### src/rtl/div_pkg.sv
// Shared types and constants for the iterative restoring divider.
// Imported by the divider top and the testbench.
package div_pkg;

    localparam int DIV_WIDTH = 8;
    localparam int CNT_W     = $clog2(DIV_WIDTH);

    typedef enum logic [1:0] {
        ST_IDLE,
        ST_BUSY,
        ST_DONE
    } state_t;

endpackage

### src/rtl/divider_8bits_iterative_if.sv
// Operand/result valid-ready bundle for the divider.
// The master side drives operands and out_ready; the divider is the slave.
interface divider_8bits_iterative_if #(
    parameter int WIDTH = 8
);
    logic                 in_valid;
    logic                 in_ready;
    logic [2*WIDTH-1:0]   dividend;
    logic [WIDTH-1:0]     divisor;
    logic                 out_valid;
    logic                 out_ready;
    logic [WIDTH-1:0]     quotient;
    logic [WIDTH-1:0]     remainder;
    logic                 err_div0;
    logic                 err_ovf;

    modport master (
        output in_valid, dividend, divisor, out_ready,
        input  in_ready, out_valid, quotient, remainder,
        input  err_div0, err_ovf
    );

    modport slave (
        input  in_valid, dividend, divisor, out_ready,
        output in_ready, out_valid, quotient, remainder,
        output err_div0, err_ovf
    );
endinterface

### src/rtl/div_restore_step.sv
// One restoring-division step: shift {R,Q} left, trial-subtract divisor.
// Incoming R is always below the divisor, so its top bit is never set.
module div_restore_step #(
    parameter int WIDTH = 8
) (
    input  logic [WIDTH:0]   i_r,
    input  logic [WIDTH-1:0] i_q,
    input  logic [WIDTH-1:0] i_d,
    output logic [WIDTH:0]   o_r,
    output logic [WIDTH-1:0] o_q
);
    logic [WIDTH:0] w_s;
    logic           w_ge;
    logic           w_unused;

    assign w_s      = {i_r[WIDTH-1:0], i_q[WIDTH-1]};
    assign w_ge     = (w_s >= {1'b0, i_d});
    assign o_r      = w_ge ? (w_s - {1'b0, i_d}) : w_s;
    assign o_q      = {i_q[WIDTH-2:0], w_ge};
    assign w_unused = i_r[WIDTH];
endmodule

### src/rtl/divider_8bits_iterative.sv
// Sequential restoring divider: 2W/W -> W quotient and remainder,
// one quotient bit per clock, valid/ready on both sides.
module divider_8bits_iterative
    import div_pkg::*;
#(
    parameter int WIDTH = DIV_WIDTH
) (
    input  logic                      clk,
    input  logic                      rst,
    divider_8bits_iterative_if.slave  bus
);
    state_t             r_state;
    logic [CNT_W-1:0]   r_cnt;
    logic [WIDTH:0]     r_r;
    logic [WIDTH-1:0]   r_q;
    logic [WIDTH-1:0]   r_d;
    logic               r_in_ready;
    logic               r_out_valid;
    logic [WIDTH-1:0]   r_quot;
    logic [WIDTH-1:0]   r_rem;
    logic               r_div0;
    logic               r_ovf;

    logic [WIDTH:0]     w_r_nxt;
    logic [WIDTH-1:0]   w_q_nxt;
    logic [WIDTH-1:0]   w_hi;
    logic [WIDTH-1:0]   w_lo;

    assign w_hi = bus.dividend[2*WIDTH-1:WIDTH];
    assign w_lo = bus.dividend[WIDTH-1:0];

    div_restore_step #(.WIDTH(WIDTH)) u_step (
        .i_r (r_r),
        .i_q (r_q),
        .i_d (r_d),
        .o_r (w_r_nxt),
        .o_q (w_q_nxt)
    );

    always_ff @(posedge clk) begin
        if (rst) begin
            r_state     <= ST_IDLE;
            r_cnt       <= '0;
            r_r         <= '0;
            r_q         <= '0;
            r_d         <= '0;
            r_in_ready  <= 1'b1;
            r_out_valid <= 1'b0;
            r_quot      <= '0;
            r_rem       <= '0;
            r_div0      <= 1'b0;
            r_ovf       <= 1'b0;
        end else begin
            unique case (r_state)
                ST_IDLE: begin
                    if (bus.in_valid) begin
                        r_d <= bus.divisor;
                        // Errors skip iteration and report saturated quotient
                        if (bus.divisor == '0 || w_hi >= bus.divisor) begin
                            r_state     <= ST_DONE;
                            r_in_ready  <= 1'b0;
                            r_out_valid <= 1'b1;
                            r_quot      <= '1;
                            r_rem       <= w_lo;
                            r_div0      <= (bus.divisor == '0);
                            r_ovf       <= (bus.divisor != '0);
                        end else begin
                            r_state    <= ST_BUSY;
                            r_in_ready <= 1'b0;
                            r_r        <= {1'b0, w_hi};
                            r_q        <= w_lo;
                            r_cnt      <= '0;
                        end
                    end
                end
                ST_BUSY: begin
                    r_r   <= w_r_nxt;
                    r_q   <= w_q_nxt;
                    r_cnt <= r_cnt + 1'b1;
                    if (r_cnt == CNT_W'(WIDTH - 1)) begin
                        r_state     <= ST_DONE;
                        r_out_valid <= 1'b1;
                        r_quot      <= w_q_nxt;
                        r_rem       <= w_r_nxt[WIDTH-1:0];
                        r_div0      <= 1'b0;
                        r_ovf       <= 1'b0;
                    end
                end
                ST_DONE: begin
                    if (bus.out_ready) begin
                        r_state     <= ST_IDLE;
                        r_out_valid <= 1'b0;
                        r_in_ready  <= 1'b1;
                    end
                end
                default: begin
                    r_state     <= ST_IDLE;
                    r_out_valid <= 1'b0;
                    r_in_ready  <= 1'b1;
                end
            endcase
        end
    end

    assign bus.in_ready  = r_in_ready;
    assign bus.out_valid = r_out_valid;
    assign bus.quotient  = r_quot;
    assign bus.remainder = r_rem;
    assign bus.err_div0  = r_div0;
    assign bus.err_ovf   = r_ovf;
endmodule

### src/flat_wrapper.sv
// flat-port wrapper written by rule: the top's interface ports become plain ports
module divider_8bits_iterative_flat import div_pkg::*;
#(
    parameter int WIDTH = DIV_WIDTH
)
  (clk, rst, bus_in_valid, bus_dividend, bus_divisor, bus_out_ready, bus_in_ready, bus_out_valid, bus_quotient, bus_remainder, bus_err_div0, bus_err_ovf);
  divider_8bits_iterative_if #(.WIDTH(WIDTH)) bus_i ();
  input  logic clk;
  input  logic rst;
  input wire logic [$bits(bus_i.in_valid)-1:0] bus_in_valid;
  input wire logic [$bits(bus_i.dividend)-1:0] bus_dividend;
  input wire logic [$bits(bus_i.divisor)-1:0] bus_divisor;
  input wire logic [$bits(bus_i.out_ready)-1:0] bus_out_ready;
  output wire logic [$bits(bus_i.in_ready)-1:0] bus_in_ready;
  output wire logic [$bits(bus_i.out_valid)-1:0] bus_out_valid;
  output wire logic [$bits(bus_i.quotient)-1:0] bus_quotient;
  output wire logic [$bits(bus_i.remainder)-1:0] bus_remainder;
  output wire logic [$bits(bus_i.err_div0)-1:0] bus_err_div0;
  output wire logic [$bits(bus_i.err_ovf)-1:0] bus_err_ovf;
  assign bus_i.in_valid = bus_in_valid;
  assign bus_i.dividend = bus_dividend;
  assign bus_i.divisor = bus_divisor;
  assign bus_i.out_ready = bus_out_ready;
  assign bus_in_ready = bus_i.in_ready;
  assign bus_out_valid = bus_i.out_valid;
  assign bus_quotient = bus_i.quotient;
  assign bus_remainder = bus_i.remainder;
  assign bus_err_div0 = bus_i.err_div0;
  assign bus_err_ovf = bus_i.err_ovf;
  divider_8bits_iterative #(.WIDTH(WIDTH)) u_core (.clk(clk), .rst(rst), .bus(bus_i));
endmodule
### config.mk
export PLATFORM = sky130hd
export DESIGN_NAME = divider_8bits_iterative_flat
export DESIGN_NICKNAME = d
export VERILOG_FILES = /design/src/rtl/div_pkg.sv /design/src/rtl/divider_8bits_iterative_if.sv /design/src/rtl/div_restore_step.sv /design/src/rtl/divider_8bits_iterative.sv /design/src/flat_wrapper.sv
export SDC_FILE = /design/constraint.sdc
export NUM_CORES = 1
export LEC_CHECK = 0
export CAP_MARGIN = 20
export CORE_MARGIN = 3
export CORE_UTILIZATION = 48
export CTS_CLUSTER_DIAMETER = 150
export DETAILED_ROUTE_END_ITERATION = 6
export PLACE_DENSITY = 0.75
export SYNTH_ARGS = -nofsm -noshare
export SYNTH_HDL_FRONTEND = slang
export SYNTH_SLANG_ARGS = --single-unit
### constraint.sdc
create_clock -name clk -period 2 [get_ports clk]
set_input_delay 0.3 -clock clk [delete_from_list [all_inputs] [get_ports clk]]
set_output_delay 0.3 -clock clk [all_outputs]
set_load 0.02 [all_outputs]
---- After elaboration in Yosys (flattened, before gate mapping) ----
Index checks and enable logic that the tools add are counted.
word-level totals
  bits in registers ....................... 49
  bits of input ports ..................... 28
  output and inout port bits .............. 20
  word-level logic and storage cells ...... 73
cells by class
  add/sub/neg operators ................... 2
  order comparisons ....................... 2
  equal/unequal tests ..................... 8
  muxes and demuxes ....................... 38
  bitwise operators ....................... 1
  reductions and logical operators ........ 11
operator list
  cell                                                  count
  two-way mux 8 bit                                     11
  one-hot mux 8 bit (2 select lines)                    4
  two-way mux 1 bit                                     11
  >= comparator 9 x 8 -> 1 bit                          1
  AND reduction 3 bit                                   3
  >= comparator 8 bit                                   1
  logical NOT 8 bit                                     1
  two-way mux 2 bit                                     4
  AND reduction 4 bit                                   2
  nonzero test 8 bit                                    1
  subtractor 8 bit                                      1
  two-way mux 3 bit                                     2
  != test 2 bit (second input constant)                 3
  one-hot mux 1 bit (3 select lines)                    2
  one-hot mux 2 bit (3 select lines)                    1
  one-hot mux 3 bit (2 select lines)                    1
  != test 2 x 1 -> 1 bit (second input constant)        2
  one-hot mux 1 bit (2 select lines)                    2
  adder 3 x 1 -> 3 bit (second input constant)          1
  equality test 3 bit (second input constant)           1
  equality test 2 x 1 -> 1 bit (second input constant)  1
  equality test 2 bit (second input constant)           1
  logical NOT 2 bit                                     1
  AND reduction 2 bit                                   1
  3 further kinds                                       3

---- Depth between registers and ports, before layout ----
Gate-level depths: netlist of run 1.
  word-level depth ........................ 5
  gate-level depth with buffers ........... 9
  depth with buffers taken out ............ 9

---- Modules after synthesis ----
A second synthesis of run 1 with hierarchy kept.
second synthesis, totals
  cells, all modules ...................... 350
  area, all modules ....................... 3060.4 um^2
by module, submodules not included
  module                   instances  cells an instance  area each (um^2)  sequential area each (um^2)
  divider_8bits_iterative  1          266                2453.6            1001.0
  div_restore_step         1          84                 606.8             0.0

---- Worst setup path after synthesis of run 1 ----
OpenSTA, ideal clock, no wires.
  path type ............................... input port to flip-flop
  from .................................... input port bus_divisor[5]
  to ...................................... register u_core.r_r[0]
  setup time .............................. 0.136 ns
  arrival ................................. 2.019 ns
  required time ........................... 1.864 ns
  setup slack ............................. -0.155 ns
  cell stages on the path ................. 8
  path buffers ............................ 1
  cell sequence ........................... inv_1 -> ha_1 -> a2111oi_1 -> nor3_1 -> a2111o_1 -> buf_6 -> a211oi_2 -> a211oi_2
on the way
  longest elaborated chain between the ends .. 4
  elaborated cells on any way between the ends .. 5
  those cells by class .................... 1 x order compare; 1 x eq/ne; 3 x reduce/logical
RTL lines
  item                                                             RTL line                       source
  from (decl)                                                      flat_wrapper.sv:12             input wire logic [$bits(bus_i.divisor)-1:0] bus_divisor;
  >= comparator 8 bit / logical NOT 8 bit (equally long branches)  divider_8bits_iterative.sv:59  if (bus.divisor == '0 || w_hi >= bus.divisor) begin
  logical OR 1 bit (*)                                             divider_8bits_iterative.sv:59
  != test 2 bit (no source line) (*)                               --
  AND reduction 3 bit (no source line) (*)                         --
  to (signal assigned)                                             divider_8bits_iterative.sv:70  r_r <= {1'b0, w_hi};
  to (signal assigned)                                             divider_8bits_iterative.sv:77  r_r <= w_r_nxt;
  to (decl)                                                        divider_8bits_iterative.sv:14  logic [WIDTH:0] r_r;
Every way passes the cells marked *; elsewhere a longest branch is shown, timed or not.
A chain may end at the register's enable or synchronous reset.

---- Final worst setup path of run 1 ----
Ends and elaborated chain as after synthesis.

==> results.rst, run 1 <==
.. list-table::
   :header-rows: 1

   * - Metric
     - Value
   * - Share of cells above drive strength 1
     - 0.461
   * - Critical hold path startpoint
     - bus_divisor[4]
   * - Critical path class
     - in2reg
   * - Nets
     - 497
   * - Number of clock sinks seen by CTS
     - 49
   * - Number of hold violations in the final report
     - 0
   * - Sequential-to-total area share from yosys stat
     - 0.349
   * - Post-synthesis instance area
     - 2810 um^2
   * - Layout filler cell count
     - 292
   * - Data arrival time of the critical path
     - 2.35 ns
   * - Violated checks
     - setup timing
   * - Final setup slack of the worst path
     - -0.192 ns
   * - X dimension of the die
     - 82.5 um
   * - Synthesized net count
     - 369
   * - Detailed-route wire length
     - 11.4 mm
   * - Share of the clock period used by the worst path after layout
     - 1.10
   * - Worst slew pin tran
     - 0.878 ns
   * - Leakage power total
     - 1.92 nW
   * - Register area
     - 995 um^2
   * - Placement Setup Slack
     - -0.798 ns
   * - Area overhead of the layout relative to synthesis
     - 66.5%
   * - Yosys warnings
     - 0
   * - Worst path max stage delay
     - 0.51 ns
   * - Startpoint Class
     - input port
   * - Power per Cell Area
     - 870 nW/um^2
   * - Maximum fanout along the worst path
     - 8
   * - Cell Rows
     - 27
   * - Clock latency at the later pin of the worst-skew pair
     - 0.32 ns
   * - Core region area
     - 5570 um^2
   * - Wire length of the first global-routing pass
     - 16.3 mm
   * - Clock period minus worst slack
     - 2.19 ns
   * - Number of placed cells counting well taps
     - 488
   * - Die height
     - 82.5 um
   * - Vias after detailed routing
     - 3257
   * - Dominant delay contributor by cell family on the critical path
     - compound AO/OA/AOI/OAI gates
   * - R2r worst-path depth
     - 8
   * - Class of the tightest hold or removal check
     - in2reg
   * - Via-to-Cell Ratio
     - 6.23
   * - Hold depth
     - 4
   * - Max capacitance violation total
     - 0
   * - Mapped Cells
     - 322
   * - Max Buffers Root-to-Sink
     - 2
   * - Asr flop ratio synth
     - 0
   * - Post-DR wirelength/cell
     - 21.8 um
   * - Hold-fix buffers at CTS
     - 0
   * - Critical path data required time
     - 2.16 ns
   * - H-tree level count
     - 2
   * - Relative slew margins
     - 0.414
   * - Final worst clock skew
     - 0.0125 ns
   * - Initial antenna violation count
     - 0
   * - Worst path buffer plus inverter count
     - 4
   * - Worst reg-to-reg setup slack
     - -0.17 ns
   * - Setup repair after global routing missed its margin
     - yes
   * - Placer's final routability congestion estimate
     - 0.872
   * - Count of buffers inserted at the top-level ports
     - 47
   * - Number of buffers added by the clock tree synthesis step
     - 5
   * - Critical Path End Type
     - register
   * - Post-detailed-route DRC marker count
     - 0
   * - Die outline area
     - 6810 um^2
   * - Slowest CP cell
     - sky130_fd_sc_hd__a2111o_1
   * - Slew Viols, Final
     - 0
   * - Dominant register cell in the synthesized netlist
     - sky130_fd_sc_hd__dfxtp_1
   * - Diodes inserted
     - 0
   * - Clock input transition at the sequential cells of the worst setup and hold paths
     - 0.09 ns
   * - Crit Reg-Reg Startpoint
     - u_core.r_r[4]
   * - Maximum number of pins on one net before global-route repair
     - 43
   * - Distinct cell type count after synthesis
     - 51
   * - Total Power Consumption
     - 4.07 mW
   * - Number of detailed-route iterations in the first pass
     - 5
   * - Run status
     - finished with violations
   * - Global routing usage summed across all routing layers
     - 0.320
   * - Worst-path cell chain
     - buf_6 -> inv_4 -> ha_4 -> a2111oi_4 -> o21ai_2 -> a2111o_1 -> buf_6 -> buf_16 -> a211oi_2 -> a211oi_2
   * - Average size of a mapped cell
     - 8.72 um^2
   * - Finish-stage setup viols
     - 25
   * - Master cell of the clock root buffer
     - sky130_fd_sc_hd__clkbuf_8
   * - Count of flip-flops with a built-in enable after synthesis
     - 0
   * - Top achievable clock speed
     - 456 MHz
   * - Initial drt markers
     - 261
   * - Synthesized flop and latch total
     - 49
   * - Overflow left after global routing
     - 0
   * - Worst ir drop on vdd
     - 0.571 mV
   * - HPWL after detailed placement
     - 5.94 mm
   * - Vias in the first global route
     - 3133
   * - Worst-case hold path end point
     - u_core.r_d[4]
   * - Number of top-level pins
     - 48
   * - Area used by multi-input combinational logic
     - 2170 um^2
   * - Number of standard cells in the final layout excluding fillers
     - 523
   * - Starting Density
     - 0.504
   * - Worst r2r dst
     - u_core.bus.remainder[0]
   * - CTS tree
     - yes
   * - Number of nets with antenna violations after routing
     - 0
## worst max path at each step
stage                              end             start  slack (ns)  cells after the start
6_report                 u_core.r_r[0]    bus_divisor[5]       -0.19                     10
3_5_place_dp             u_core.r_q[6]    bus_divisor[5]       -0.80                      9
5_1_grt                  u_core.r_r[0]   bus_dividend[8]       -0.21                     10
2_1_floorplan  u_core.bus.remainder[5]     u_core.r_d[1]      0.0006                      8
4_1_cts                  u_core.r_r[0]  bus_dividend[12]       -0.05                     10
3_3_place_gp             u_core.r_q[5]  bus_dividend[13]       -0.68                      8
## cell usage in the layout, fill, tap and decap left out, types with 5 or more instances in the layout
cell type and n:
sky130_fd_sc_hd__mux2i_1 11, sky130_fd_sc_hd__a211oi_2 9, sky130_fd_sc_hd__inv_2 11, sky130_fd_sc_hd__dfxtp_1 40
sky130_fd_sc_hd__nand3b_1 6, sky130_fd_sc_hd__nand3_1 5, sky130_fd_sc_hd__inv_1 6, sky130_fd_sc_hd__a211oi_1 22
sky130_fd_sc_hd__dlygate4sd2_1 5, sky130_fd_sc_hd__a211oi_4 5, sky130_fd_sc_hd__clkdlybuf4s50_1 30, sky130_fd_sc_hd__ha_4 13
sky130_fd_sc_hd__a21oi_1 16, sky130_fd_sc_hd__dfxtp_2 8, sky130_fd_sc_hd__nor2_1 49, sky130_fd_sc_hd__clkbuf_8 5
sky130_fd_sc_hd__buf_4 79, sky130_fd_sc_hd__nand2_1 10, sky130_fd_sc_hd__buf_6 14
## worst reg2reg max path, cell delays in order (launching register included)
cell and delay [ns]:
sky130_fd_sc_hd__dfxtp_1 0.38, sky130_fd_sc_hd__ha_4 0.29, sky130_fd_sc_hd__nand4b_1 0.19, sky130_fd_sc_hd__a21oi_2 0.24
sky130_fd_sc_hd__o31ai_4 0.14, sky130_fd_sc_hd__and2_4 0.21, sky130_fd_sc_hd__buf_6 0.12, sky130_fd_sc_hd__o311a_1 0.31
sky130_fd_sc_hd__a211oi_2 0.20
## flip-flops by register name (all words and copies together), names as in the netlist
register,cells
u_core.bus.in_ready,1
u_core.bus.err_ovf,1
u_core.bus.out_valid,1
u_core.r_d,8
u_core.r_q,8
u_core.r_state,2
u_core.bus.err_div0,1
u_core.bus.remainder,8
u_core.bus.quotient,8
u_core.r_r,8
u_core.r_cnt,3
## per-stage QoR
stage	hold slack, ns	instance area (um^2)	setup TNS (ns)	util
final	0.324	4680	-2.51	0.839
after global routing	0.365	4680	-3.99	0.839
after detailed placement	0.455	3880	-26.57	0.695
after CTS	0.317	4480	-0.169	0.804
after global placement	0.439	3880	-22.96	0.695
after floorplan	0.439	2880	0	-
## cell usage after synthesis, drive strengths merged, types with 4 or more instances
library cell / number / area (um^2)
nor2: 54 / 205
dfxtp: 49 / 981
a211oi: 36 / 298
a21oi: 23 / 123
ha: 18 / 225
inv: 18 / 67.6
mux2i: 14 / 140
clkbuf: 13 / 48.8
nand2: 12 / 45.0
o21ai: 9 / 52.6
buf: 8 / 57.6
nand3b: 6 / 45.0
o41ai: 6 / 60.1
nand2b: 5 / 31.3
nand3: 5 / 25.0
nor3: 5 / 25.0
a21o: 4 / 30.0
mux2: 4 / 45.0
## area by class of cell
class                      count  area share
tap                           72      0.0193
clock inverter                 2     0.00294
inverter                      18      0.0150
sequential                    49       0.213
clock buffer                   6      0.0155
multi-input combinational    234       0.464
timing repair buffer         142       0.271
## repair_timing
item,in CTS,in global routing
resized for setup,111,48
endpoints found under the hold margin,0,0
endpoints found under the setup margin,40,40
setup buffers,23,8
pin swaps,52,28
cloned,2,0
## logic make-up after synthesis
family,Yosys count,share of synthesized area
compound gates,94,0.258
xor+xnor,3,0.00936
fa+ha+maj,19,0.0873
buf+inv,39,0.0619
flops,49,0.349
mux,18,0.0659
simple gates,100,0.168
## per-layer routing
layer	global-route usage	share of wire	up-vias
met5	0	0	-
met4	0.139	0.055	0
met3	0.0607	0.075	65
met2	0.573	0.49	203
met1	0.370	0.38	1566
li1	-	-	1423
## power by group
| group | internal, mW | switching (mW) | leakage (nW) |
|---|---|---|---|
| Combinational | 1.13 | 1.13 | 1.46 |
| Sequential | 1.09 | 0.101 | 0.406 |
| Clock | 0.251 | 0.367 | 0.0456 |
| Total | 2.47 | 1.60 | 1.92 |
No activity file was read; power rests on OpenSTA's default activity.
==> inputs of run 2 (changes only) <==
- PLACE_DENSITY: 0.75 -> default
- PLACE_DENSITY_LB_ADDON: default -> 0.2
- SETUP_SLACK_MARGIN: default -> 0.4
==> results.rst, run 2 (synthesis results as in run 1) <==
.. list-table::
   :header-rows: 1

   * - Metric
     - Value
   * - Data arrival time of the critical path
     - 2.33 ns (was 2.35 ns)
   * - Worst reg-to-reg setup slack
     - -0.14 ns (was -0.17 ns)
   * - Critical path data required time
     - 2.20 ns (was 2.16 ns)
   * - Clock input transition at the sequential cells of the worst setup and hold paths
     - 0.11 ns (was 0.09 ns)
   * - Initial drt markers
     - 261 (unchanged)
   * - Starting Density
     - 0.504 (unchanged)
   * - Vias after detailed routing
     - 3302 (was 3257)
   * - Placement Setup Slack
     - -0.673 ns (was -0.798 ns)
   * - Relative slew margins
     - 0.430 (was 0.414)
   * - Slew Viols, Final
     - 0 (unchanged)
   * - HPWL after detailed placement
     - 5.77 mm (was 5.94 mm)
   * - Placer's final routability congestion estimate
     - 0.870 (was 0.872)
   * - Vias in the first global route
     - 3233 (was 3133)
   * - Setup TNS
     - -1.88 ns (was -2.51 ns)
   * - Number of buffers added by the clock tree synthesis step
     - 5 (unchanged)
   * - Critical path class
     - reg2reg (was in2reg)
   * - Worst slew pin tran
     - 0.855 ns (was 0.878 ns)
   * - Most common cell after layout, fill and taps aside
     - sky130_fd_sc_hd__buf_4 (unchanged)
   * - Detailed-route wire length
     - 13.1 mm (was 11.4 mm)
   * - Overflow left after global routing
     - 0 (unchanged)
   * - CTS tree
     - yes (unchanged)
   * - Top achievable clock speed
     - 468 MHz (was 456 MHz)
   * - Via-to-Cell Ratio
     - 6.41 (was 6.23)
   * - Count of buffers inserted at the top-level ports
     - 47 (unchanged)
   * - Worst ir drop on vdd
     - 0.631 mV (was 0.571 mV)
   * - Post-DR wirelength/cell
     - 25.5 um (was 21.8 um)
   * - Setup repair after global routing missed its margin
     - yes (unchanged)
   * - Instance area at placement
     - 3870 um^2 (was 3880 um^2)
   * - Finish-stage setup viols
     - 24 (was 25)
   * - Share of cells above drive strength 1
     - 0.571 (was 0.461)
   * - Area overhead of the layout relative to synthesis
     - 81.3% (was 66.5%)
   * - Die height
     - 82.5 um (unchanged)
   * - Final worst clock skew
     - 0.0181 ns (was 0.0125 ns)
   * - Final std cell area, no fill
     - 5090 um^2 (was 4680 um^2)
   * - Number of detailed-route iterations in the first pass
     - 5 (unchanged)
   * - Violated checks
     - setup timing (unchanged)
   * - Clock period minus worst slack
     - 2.14 ns (was 2.19 ns)
   * - Power per Cell Area
     - 831 nW/um^2 (was 870 nW/um^2)
   * - X dimension of the die
     - 82.5 um (unchanged)
   * - Run status
     - finished with violations (unchanged)
   * - Max Buffers Root-to-Sink
     - 2 (unchanged)
   * - Number of top-level pins
     - 48 (unchanged)
   * - Leakage power total
     - 2.27 nW (was 1.92 nW)
   * - Final setup slack of the worst path
     - -0.136 ns (was -0.192 ns)
   * - Global routing usage summed across all routing layers
     - 0.342 (was 0.320)
   * - Wire length of the first global-routing pass
     - 17.2 mm (was 16.3 mm)
   * - Number of clock sinks seen by CTS
     - 49 (unchanged)
   * - Critical Path End Type
     - register (unchanged)
   * - Nets
     - 489 (was 497)
   * - Maximum number of pins on one net before global-route repair
     - 37 (was 43)
   * - Post-detailed-route DRC marker count
     - 0 (unchanged)
   * - Cell Rows
     - 27 (unchanged)
   * - Number of placed cells counting well taps
     - 455 (was 488)
   * - Maximum fanout along the worst path
     - 7 (was 8)
   * - Initial antenna violation count
     - 0 (unchanged)
   * - Leading cell types in the layout, fill and taps excluded
     - 54 x sky130_fd_sc_hd__buf_4, 38 x sky130_fd_sc_hd__nor2_1, 38 x sky130_fd_sc_hd__dfxtp_1 (was 79 x sky130_fd_sc_hd__buf_4, 49 x sky130_fd_sc_hd__nor2_1, 40 x sky130_fd_sc_hd__dfxtp_1)
   * - Die outline area
     - 6810 um^2 (unchanged)
   * - Share of the clock period used by the worst path after layout
     - 1.07 (was 1.10)
   * - Core region area
     - 5570 um^2 (unchanged)
   * - H-tree level count
     - 2 (unchanged)
   * - Diodes inserted
     - 0 (unchanged)
   * - Class of the tightest hold or removal check
     - in2reg (unchanged)
   * - Max capacitance violation total
     - 0 (unchanged)
   * - Number of nets with antenna violations after routing
     - 0 (unchanged)
   * - Number of hold violations in the final report
     - 0 (unchanged)
   * - Master cell of the clock root buffer
     - sky130_fd_sc_hd__clkbuf_8 (unchanged)
   * - Number of standard cells in the final layout excluding fillers
     - 515 (was 523)
   * - Hold_ws
     - 0.291 ns (was 0.324 ns)
   * - Clock latency at the later pin of the worst-skew pair
     - 0.34 ns (was 0.32 ns)
   * - Startpoint Class
     - register (was input port)
-- run 2: cell types whose count changed in the layout (fill, tap and decap cells not counted), moves of 4 or more --
cell and change:
sky130_fd_sc_hd__a21oi_2 +5, sky130_fd_sc_hd__buf_4 -25, sky130_fd_sc_hd__buf_2 +5, sky130_fd_sc_hd__nor2_4 +5, sky130_fd_sc_hd__nor2_1 -11, sky130_fd_sc_hd__nor2_2 +6
sky130_fd_sc_hd__dlymetal6s2s_1 +17, sky130_fd_sc_hd__nand3_1 -4, sky130_fd_sc_hd__buf_6 +10, sky130_fd_sc_hd__clkdlybuf4s50_1 -20, sky130_fd_sc_hd__buf_16 +4, sky130_fd_sc_hd__a211oi_1 -16
sky130_fd_sc_hd__a211oi_2 +14, sky130_fd_sc_hd__a21oi_1 -6
-- run 2: where the power goes --
part	switching, mW	leakage (nW)	internal, mW	total, mW
registers	0.119	0.407	1.09	1.21
logic	1.23	1.82	1.12	2.35
clock network	0.417	0.0423	0.256	0.672
-- run 2: final cells by class --
class	instances	area (um^2)
Clock buffer	5	68.8
Clock inverter	3	26.3
Fill cell	213	482
Inverter	18	72.6
Multi-Input combinational cell	234	2450
Sequential cell	49	1000
Tap cell	72	90.1
Timing Repair Buffer	134	1380
-- run 2: what timing repair did --
item | CTS | global route
hold buffers | 0 | 0
gates cloned | 5 | 0
setup buffers | 36 | 11
pin swaps | 37 | 33
gates resized for setup | 160 | 71
endpoints found under the setup margin | 42 | 56
-- run 2: metal layers --
layer	vias up	global-route usage	part of all wire	routed length (um)
met5	-	0	0	0
met4	0	0.183	0.058	767
met3	77	0.0510	0.062	814
met2	217	0.579	0.50	6520
met1	1608	0.416	0.38	5040
li1	1400	-	-	-
-- run 2: final timing paths --
path | end | from | cells after the start
hold reg to reg | u_core.bus.err_div0 | u_core.bus.err_div0 | 2
setup / recovery | u_core.bus.remainder[2] | u_core.r_d[4] | 8
setup reg to reg | u_core.bus.remainder[2] | u_core.r_d[4] | 8
hold / removal | u_core.r_d[6] | bus_divisor[6] | 3
-- run 2: stage by stage --
step                total power, mW  utilization
finish                         4.23        0.914
global route                   4.35        0.914
CTS                            3.77        0.854
detailed placement             2.61        0.694
global placement               2.57        0.694
floorplan                      2.17            -
-- run 2: critical path: stages (launching register included) --
cell                       delay [ns]
sky130_fd_sc_hd__dfxtp_1         0.34
sky130_fd_sc_hd__inv_2           0.06
sky130_fd_sc_hd__ha_4            0.27
sky130_fd_sc_hd__a21o_1          0.23
sky130_fd_sc_hd__o31ai_4         0.42
sky130_fd_sc_hd__buf_6           0.18
sky130_fd_sc_hd__a21oi_4         0.06
sky130_fd_sc_hd__a211oi_4        0.34
sky130_fd_sc_hd__o41ai_2         0.10
